**config.mk**
```make
export PLATFORM = sky130hd
export DESIGN_NAME = i2c_mt9v034_cfg_sequencer
export DESIGN_NICKNAME = d
export VERILOG_FILES = /design/src/rtl/i2c_mt9v034_cfg_sequencer.sv
export SDC_FILE = /design/constraint.sdc
export NUM_CORES = 1
export LEC_CHECK = 0
export ABC_AREA = 1
export BUFFER_PORTS_ARGS = -buffer_cell sky130_fd_sc_hd__buf_4
export CORE_UTILIZATION = 50
export DETAILED_ROUTE_END_ITERATION = 10
export HOLD_SLACK_MARGIN = 0.06
export PLACE_DENSITY = 0.75
export SYNTH_ARGS = -nofsm -noshare
export SYNTH_HDL_FRONTEND = slang
export SYNTH_SLANG_ARGS = --single-unit
```
**constraint.sdc**
```tcl
create_clock -name clk_i -period 2.28 [get_ports clk_i]
set_clock_uncertainty 0.15 [all_clocks]
set_input_delay 0.114 -clock clk_i [delete_from_list [all_inputs] [get_ports clk_i]]
set_output_delay 0.114 -clock clk_i [all_outputs]
set_load 0.005 [all_outputs]
```
**src/rtl/i2c_mt9v034_cfg_sequencer.sv**
```systemverilog
// ---------------------------------------------------------------------------
// i2c_mt9v034_cfg_sequencer
//
// Purpose:
//   Walks the MT9V034 register-configuration LUT from entry 0 to lut_size-1
//   after power-up. Each entry becomes one I2C transaction handed to the
//   external byte-level I2C transaction engine. Entries below READ_NUM are
//   issued as reads and their returned data is compared with the LUT value.
//   All other entries are issued as writes. Completion or abort is reported
//   to the system init logic.
//
// Optional feature (compile-time macro):
//   I2C_RETRY_EN  - when defined, a NACKed entry is re-issued up to MAX_RETRY
//                   times before the sequence aborts. When undefined, the
//                   first NACK aborts and no retry counter exists.
//
// Parameters:
//   INIT_DELAY  clk cycles to wait after reset before the first transaction
//   GAP_CYCLES  idle clk cycles between consecutive transactions
//   READ_NUM    LUT indices 0..READ_NUM-1 are reads, the rest are writes
//   MAX_RETRY   re-issues allowed per entry after a NACK (I2C_RETRY_EN only)
//
// Ports:
//   clk_i          system clock, single clock domain
//   rst_n_i        asynchronous active-low reset
//   cfg_restart_i  1-cycle pulse, rerun the sequence (only when not busy)
//   lut_size_i     number of LUT entries to process
//   lut_data_i     {reg_addr[23:16], value[15:0]} of the entry at lut_index_o
//   lut_index_o    current LUT entry
//   i2c_req_o      transaction request level, held until i2c_done_i
//   i2c_rw_o       1 = read, 0 = write; stable while i2c_req_o is high
//   i2c_reg_o      register address; stable while i2c_req_o is high
//   i2c_wdata_o    write data; stable while i2c_req_o is high
//   i2c_done_i     1-cycle pulse, transaction finished
//   i2c_nack_i     qualified by i2c_done_i, slave did not acknowledge
//   i2c_rdata_i    read data, valid with i2c_done_i on reads
//   cfg_busy_o     sequence in progress
//   cfg_done_o     all entries completed, held until restart or reset
//   cfg_error_o    aborted on NACK, held until restart or reset
//   rd_mismatch_o  sticky, a read returned data different from the LUT value
// ---------------------------------------------------------------------------
module i2c_mt9v034_cfg_sequencer #(
  parameter int unsigned INIT_DELAY = 1_000_000,
  parameter int unsigned GAP_CYCLES = 16,
  parameter logic [7:0]  READ_NUM   = 8'd2,
  parameter int unsigned MAX_RETRY  = 3
) (
  input  logic        clk_i,
  input  logic        rst_n_i,
  input  logic        cfg_restart_i,
  input  logic [7:0]  lut_size_i,
  input  logic [23:0] lut_data_i,
  output logic [7:0]  lut_index_o,
  output logic        i2c_req_o,
  output logic        i2c_rw_o,
  output logic [7:0]  i2c_reg_o,
  output logic [15:0] i2c_wdata_o,
  input  logic        i2c_done_i,
  input  logic        i2c_nack_i,
  input  logic [15:0] i2c_rdata_i,
  output logic        cfg_busy_o,
  output logic        cfg_done_o,
  output logic        cfg_error_o,
  output logic        rd_mismatch_o
);

  // One shared down-timer serves both the power-up delay and the
  // inter-transaction gap, so it is sized for the longer of the two.
  localparam int unsigned CNT_MAX = (INIT_DELAY > GAP_CYCLES) ? INIT_DELAY : GAP_CYCLES;
  localparam int unsigned CNT_W   = (CNT_MAX < 2) ? 1 : $clog2(CNT_MAX);

  // Terminal counts; a zero-length delay degenerates to a single cycle.
  localparam logic [CNT_W-1:0] INIT_LAST = (INIT_DELAY == 0) ? '0 : CNT_W'(INIT_DELAY - 1);
  localparam logic [CNT_W-1:0] GAP_LAST  = (GAP_CYCLES == 0) ? '0 : CNT_W'(GAP_CYCLES - 1);

  typedef enum logic [2:0] {
    ST_INIT,
    ST_ISSUE,
    ST_WAIT,
    ST_GAP,
    ST_DONE,
    ST_ERROR
  } state_e;

  state_e            state_q, state_d;
  logic [CNT_W-1:0]  delayCnt_q, delayCnt_d;
  logic [7:0]        lutIndex_q, lutIndex_d;
  logic              req_q, req_d;
  logic              rw_q, rw_d;
  logic [7:0]        regAddr_q, regAddr_d;
  logic [15:0]       wdata_q, wdata_d;
  logic              busy_q, busy_d;
  logic              done_q, done_d;
  logic              error_q, error_d;
  logic              mismatch_q, mismatch_d;
  logic [7:0]        nextIndex;

`ifdef I2C_RETRY_EN
  localparam int unsigned RETRY_W = (MAX_RETRY < 1) ? 1 : $clog2(MAX_RETRY + 1);
  logic [RETRY_W-1:0] retryCnt_q, retryCnt_d;
`endif

  assign nextIndex = lutIndex_q + 8'd1;

  // State register and all datapath registers. The reset clears the request
  // line asynchronously so an aborted transaction is withdrawn at once, and
  // the sequence starts again from the power-up delay.
  always_ff @(posedge clk_i or negedge rst_n_i) begin
    if (!rst_n_i) begin
      state_q    <= ST_INIT;
      delayCnt_q <= '0;
      lutIndex_q <= '0;
      req_q      <= 1'b0;
      rw_q       <= 1'b0;
      regAddr_q  <= '0;
      wdata_q    <= '0;
      busy_q     <= 1'b0;
      done_q     <= 1'b0;
      error_q    <= 1'b0;
      mismatch_q <= 1'b0;
`ifdef I2C_RETRY_EN
      retryCnt_q <= '0;
`endif
    end else begin
      state_q    <= state_d;
      delayCnt_q <= delayCnt_d;
      lutIndex_q <= lutIndex_d;
      req_q      <= req_d;
      rw_q       <= rw_d;
      regAddr_q  <= regAddr_d;
      wdata_q    <= wdata_d;
      busy_q     <= busy_d;
      done_q     <= done_d;
      error_q    <= error_d;
      mismatch_q <= mismatch_d;
`ifdef I2C_RETRY_EN
      retryCnt_q <= retryCnt_d;
`endif
    end
  end

  // Next-state and datapath logic. Everything holds by default. The
  // transaction fields are captured only in ISSUE, which keeps them frozen
  // for the whole WAIT even if the LUT output moves. i2c_done_i is looked at
  // only in WAIT and cfg_restart_i only in DONE/ERROR, so a stray done pulse
  // is harmless and done always beats a simultaneous restart.
  always_comb begin
    state_d    = state_q;
    delayCnt_d = delayCnt_q;
    lutIndex_d = lutIndex_q;
    req_d      = req_q;
    rw_d       = rw_q;
    regAddr_d  = regAddr_q;
    wdata_d    = wdata_q;
    mismatch_d = mismatch_q;
`ifdef I2C_RETRY_EN
    retryCnt_d = retryCnt_q;
`endif

    unique case (state_q)
      ST_INIT: begin
        if (delayCnt_q == INIT_LAST) begin
          delayCnt_d = '0;
          state_d    = (lut_size_i == 8'd0) ? ST_DONE : ST_ISSUE;
        end else begin
          delayCnt_d = delayCnt_q + 1'b1;
        end
      end

      ST_ISSUE: begin
        regAddr_d = lut_data_i[23:16];
        wdata_d   = lut_data_i[15:0];
        rw_d      = (lutIndex_q < READ_NUM);
        req_d     = 1'b1;
        state_d   = ST_WAIT;
      end

      ST_WAIT: begin
        if (i2c_done_i) begin
          req_d = 1'b0;
          if (!i2c_nack_i) begin
            if (rw_q && (i2c_rdata_i != lut_data_i[15:0])) begin
              mismatch_d = 1'b1;
            end
            lutIndex_d = nextIndex;
`ifdef I2C_RETRY_EN
            retryCnt_d = '0;
`endif
            state_d    = (nextIndex == lut_size_i) ? ST_DONE : ST_GAP;
          end else begin
`ifdef I2C_RETRY_EN
            if (retryCnt_q < RETRY_W'(MAX_RETRY)) begin
              retryCnt_d = retryCnt_q + 1'b1;
              state_d    = ST_GAP;
            end else begin
              state_d    = ST_ERROR;
            end
`else
            state_d = ST_ERROR;
`endif
          end
        end
      end

      ST_GAP: begin
        if (delayCnt_q == GAP_LAST) begin
          delayCnt_d = '0;
          state_d    = (lutIndex_q == lut_size_i) ? ST_DONE : ST_ISSUE;
        end else begin
          delayCnt_d = delayCnt_q + 1'b1;
        end
      end

      ST_DONE, ST_ERROR: begin
        if (cfg_restart_i) begin
          lutIndex_d = '0;
          delayCnt_d = '0;
          mismatch_d = 1'b0;
`ifdef I2C_RETRY_EN
          retryCnt_d = '0;
`endif
          state_d    = ST_GAP;
        end
      end

      default: begin
        state_d = ST_INIT;
      end
    endcase
  end

  // Status flags are registered from the next state so that all outputs read
  // zero while reset is held and change in step with the state register.
  always_comb begin
    busy_d  = (state_d == ST_INIT) || (state_d == ST_ISSUE) ||
              (state_d == ST_WAIT) || (state_d == ST_GAP);
    done_d  = (state_d == ST_DONE);
    error_d = (state_d == ST_ERROR);
  end

  assign lut_index_o   = lutIndex_q;
  assign i2c_req_o     = req_q;
  assign i2c_rw_o      = rw_q;
  assign i2c_reg_o     = regAddr_q;
  assign i2c_wdata_o   = wdata_q;
  assign cfg_busy_o    = busy_q;
  assign cfg_done_o    = done_q;
  assign cfg_error_o   = error_q;
  assign rd_mismatch_o = mismatch_q;

endmodule

```
==> results.txt <==
In the final layout, the share of cells above drive strength 1 is 0.194. In this run the most critical hold path is launched from i2c_rdata_i[1]. The worst setup path is launched from a flip-flop. The synthesized design contains 61 register bits. The number of setup buffers added after CTS is 0. The final-report max-slew violation count is 0. The total congestion overflow after global routing is 0. The worst register-to-register path ends at cfg_error_o$_DFF_PN0_. The detailed-routing iteration count for the pre-antenna-repair pass is 6.

The run finished with clean final reports. The per-cell routed wire length is around 13 microns. The per-cell via count in the routed design is approximately 5.2. The die span in y came out at 88.6 microns. The total number of H-tree levels came out at 3. The leakage power figure is ~2.6 nW.

STA puts the critical path data required time at around 2.4 ns. The worst register-to-register path begins at lut_index_o[1]$_DFFE_PN0P_. The number of nets still failing antenna checks after routing is 0.

The HPWL reported at the end of detailed placement is 7610 microns. TritonCTS built the clock tree. The worst-margin pin slew came out at 0.771 ns. After technology mapping, the gate count stands at 541. The max-capacitance violation count came out at 0.

The arrival time of data at the critical path endpoint came out at 2.20 ns. The pin count of the biggest net entering global routing is 62. The share of the synthesized area in the top cell type is 0.407.

The share of total power dissipated in combinational logic is 0.457. Of the available clock period, the critical path in the final layout requires 0.903. The share of total power dissipated in the clock network is 0.170. The area growth from synthesis to final layout came out at 34.2%. The slack of the worst reg-to-reg path is between 0.2 and 0.25 ns. The number of failing setup endpoints in the final timing report is 0. The count of cells along the worst hold path is 9.

The count of flip-flops with a built-in enable after synthesis is 0. Of the total power, the share spent switching nets is 0.422. Static timing analysis puts the maximum clock frequency at 486 MHz. The number of hold violations in the final report came out at 0. Ranked by total cell area, the synthesized netlist is headed by sky130_fd_sc_hd__dfrtp_1, sky130_fd_sc_hd__nand2_1, sky130_fd_sc_hd__nand3_1. The number of buffers created by CTS came out at 9. Dividing total power by cell area gives a power density of 997 nW/um^2.

The synthesized area per cell is 6.92 sq um. The final antenna diode count came out at 0. The flip-flop cell with the highest count after synthesis is sky130_fd_sc_hd__dfrtp_1. The net total in the final layout is 725. The number of clock sinks is 61. The via count of the first global-routing pass came to 3,842. The placement row count came out at 31.

The I/O pin count came out at 91. The fraction of power consumed by sequential logic came out at 0.373. The wire length of the first global-routing pass came out at 17,300 microns. The core footprint is slightly above 7000 sq um. The analysis attributes to net switching a power of 2.11 mW.

The critical path class is reg2reg. The tree is rooted in a sky130_fd_sc_hd__clkbuf_8. After the first detailed-routing iteration, the DRC count stood at 251. The starting density of the core is 0.516. Yosys instantiated no cell more often than sky130_fd_sc_hd__nand2_1. The path with the worst hold slack has its endpoint at rd_mismatch_o$_DFFE_PN0P_. The initial antenna violation count came out at 0.

The clock network latency to the later pin of the worst-skew pair is 0.35 ns. The number of warnings reported in the yosys synthesis log is 0. In the global route stage, overall resource usage came out at 0.289. The logic depth of the worst register-to-register path came out at 13. After detailed routing, the number of remaining DRC violations is 0. The total standard cell area after synthesis is between 3000 and 4000 sq um. The total number of vias came out at 4,034. The pre-CTS worst setup slack is between 0.07 and 0.08 ns.

Setup repair after global routing left no endpoint under its margin. The post-route minimum period came out at 2.06 ns. The internal power is about 2.9 mW. The final standard cell area without fillers came out at 5030 sq um. The fraction of the yosys area taken by sequential cells is 0.407. The number of input and output port buffers inserted came out at 90.

The worst hold margin came out at 0.180 ns. The class of the tightest hold or removal check is in2reg. The distinct cell type count after synthesis came out at 35.

The final setup slack of the worst path came out at about 0.22 ns. The maximum net fanout on the critical path is 7. The post-place instance area came out at approximately 4600 sq um.

The maximum root-to-sink buffer count came out at 2. Clock-pin slew was measured on the worst setup and hold paths at ~0.07 ns. The congestion estimate from routability-driven global placement came to 1.01. The number of nets in the synthesized netlist is 596. The overall die area is roughly 8000 sq um. The overall die width is 88.6 microns.

The largest voltage drop on the vdd net is 0.000620 V. The total wirelength of the detailed-routed design is 10,400 microns. sky130_fd_sc_hd__dfrtp_1 takes more of the synthesized area than any other cell. The total negative slack for setup checks came out at 0 ns. The async set-reset flop share out of synthesis came out at 1.00.

For this run, the share of the core covered by cells in the final layout is 0.693. Counting instances in the post-synthesis netlist gives the leading cell types as sky130_fd_sc_hd__nand2_1, sky130_fd_sc_hd__dfrtp_1, sky130_fd_sc_hd__inv_1. Headroom to the max-slew limit came out at 0.486. The worst setup path is captured at a flip-flop.
sequential cells by signal, summed over array words and instances, names as in the netlist:
name / count
delayCnt_q: 20
i2c_wdata_o: 16
i2c_reg_o: 8
lut_index_o: 8
state_q: 3
cfg_busy_o: 1
cfg_done_o: 1
cfg_error_o: 1
i2c_req_o: 1
i2c_rw_o: 1
rd_mismatch_o: 1
power groups by stage:
stage          Clock, mW  Sequential, mW  Combinational (mW)
2_1_floorplan          0            1.81                1.30
3_3_place_gp           0            1.86                2.19
3_5_place_dp           0            1.87                2.24
4_1_cts            0.869            1.86                2.28
5_1_grt            0.934            1.93                2.57
6_report           0.852            1.87                2.29
per-layer routing:
metal | track usage | share of wire | wire, microns | vias up
met1 | 0.382 | 0.45 | 4610 | 1833
met2 | 0.445 | 0.45 | 4660 | 172
met3 | 0.0812 | 0.079 | 820 | 34
li1 | - | - | - | 1995
met4 | 0.123 | 0.026 | 265 | 0
met5 | 0 | 0 | 0 | -
through the flow:
step	std cells	power (mW)
2_1_floorplan	541	3.11
3_3_place_gp	730	4.06
3_5_place_dp	730	4.11
4_1_cts	773	5.01
5_1_grt	773	5.44
6_report	773	5.01
area by class of cell:
cell class                 instances  area (sq um)
clock buffer                      11           141
clock inverter                     4          25.0
fill                             596          2230
inverter                          63           236
multi-input combinational        408          1950
sequential                        61          1530
tap                               99           124
timing repair buffer             127          1020
worst max path at each step:
stage                                     from                   endpoint  slack [ns]
floorplan            delayCnt_q[0]$_DFFE_PN0P_  delayCnt_q[9]$_DFFE_PN0P_        0.43
global placement     delayCnt_q[0]$_DFFE_PN0P_  delayCnt_q[3]$_DFFE_PN0P_        0.16
detailed placement   delayCnt_q[0]$_DFFE_PN0P_  delayCnt_q[4]$_DFFE_PN0P_        0.07
CTS                  delayCnt_q[0]$_DFFE_PN0P_  delayCnt_q[4]$_DFFE_PN0P_        0.06
global route         delayCnt_q[0]$_DFFE_PN0P_  delayCnt_q[6]$_DFFE_PN0P_        0.04
finish              lut_index_o[1]$_DFFE_PN0P_      cfg_error_o$_DFF_PN0_        0.22
worst max-delay path, stage by stage, from the launching register on:
cell                      delay (ns)
sky130_fd_sc_hd__dfrtp_1        0.48
sky130_fd_sc_hd__ha_1           0.25
sky130_fd_sc_hd__nand2_1        0.10
sky130_fd_sc_hd__nor2_1         0.23
sky130_fd_sc_hd__nand3_1        0.15
sky130_fd_sc_hd__nand3_1        0.11
sky130_fd_sc_hd__nand2_1        0.06
sky130_fd_sc_hd__inv_1          0.06
sky130_fd_sc_hd__nand3_1        0.09
sky130_fd_sc_hd__nand2_1        0.09
sky130_fd_sc_hd__nand2_1        0.05
sky130_fd_sc_hd__nand2_1        0.09
sky130_fd_sc_hd__nand2_1        0.06
sky130_fd_sc_hd__inv_1          0.04
repair_timing:
action	CTS	global route
resized for setup	0	4
hold endpoints to repair	92	0
endpoints found under the setup margin	0	11
hold buffers	28	0
kinds of logic (layout without fill, tap and decap cells):
| kind of cell | Yosys count | after routing | share of synthesized area |
|---|---|---|---|
| AND/OR/NAND/NOR | 337 | 337 | 0.385 |
| flip-flops | 61 | 61 | 0.407 |
| XOR/XNOR | 23 | 23 | 0.0538 |
| AO/OA/AOI/OAI | 46 | 46 | 0.0725 |
| buffers and inverters | 72 | 205 | 0.0748 |
| adder cells (fa/ha/maj) | 2 | 2 | 0.00668 |
layout by cell type, fill, tap and decap left out, types with 2 or more instances in the layout:
cell	synthesis	final
sky130_fd_sc_hd__nand3_1	43	42
sky130_fd_sc_hd__clkbuf_8	0	10
sky130_fd_sc_hd__o22ai_1	2	2
sky130_fd_sc_hd__nor2_2	2	2
sky130_fd_sc_hd__inv_1	57	57
sky130_fd_sc_hd__xor2_1	10	10
sky130_fd_sc_hd__xnor2_1	13	13
sky130_fd_sc_hd__nor2_1	45	45
sky130_fd_sc_hd__nor3_1	17	17
sky130_fd_sc_hd__nand2_1	202	202
sky130_fd_sc_hd__o2111ai_1	2	2
sky130_fd_sc_hd__a21oi_1	10	10
sky130_fd_sc_hd__o21ai_0	20	20
sky130_fd_sc_hd__buf_4	0	99
sky130_fd_sc_hd__dfrtp_1	61	59
sky130_fd_sc_hd__o21bai_1	3	3
sky130_fd_sc_hd__inv_2	5	5
sky130_fd_sc_hd__clkinv_2	0	2
sky130_fd_sc_hd__dfrtp_2	0	2
sky130_fd_sc_hd__nand4_1	21	21
sky130_fd_sc_hd__clkinvlp_4	0	2
sky130_fd_sc_hd__dlygate4sd3_1	0	28
sky130_fd_sc_hd__o21ai_1	3	3
sky130_fd_sc_hd__o211ai_1	2	2
Power figures use the tool's default switching activity.
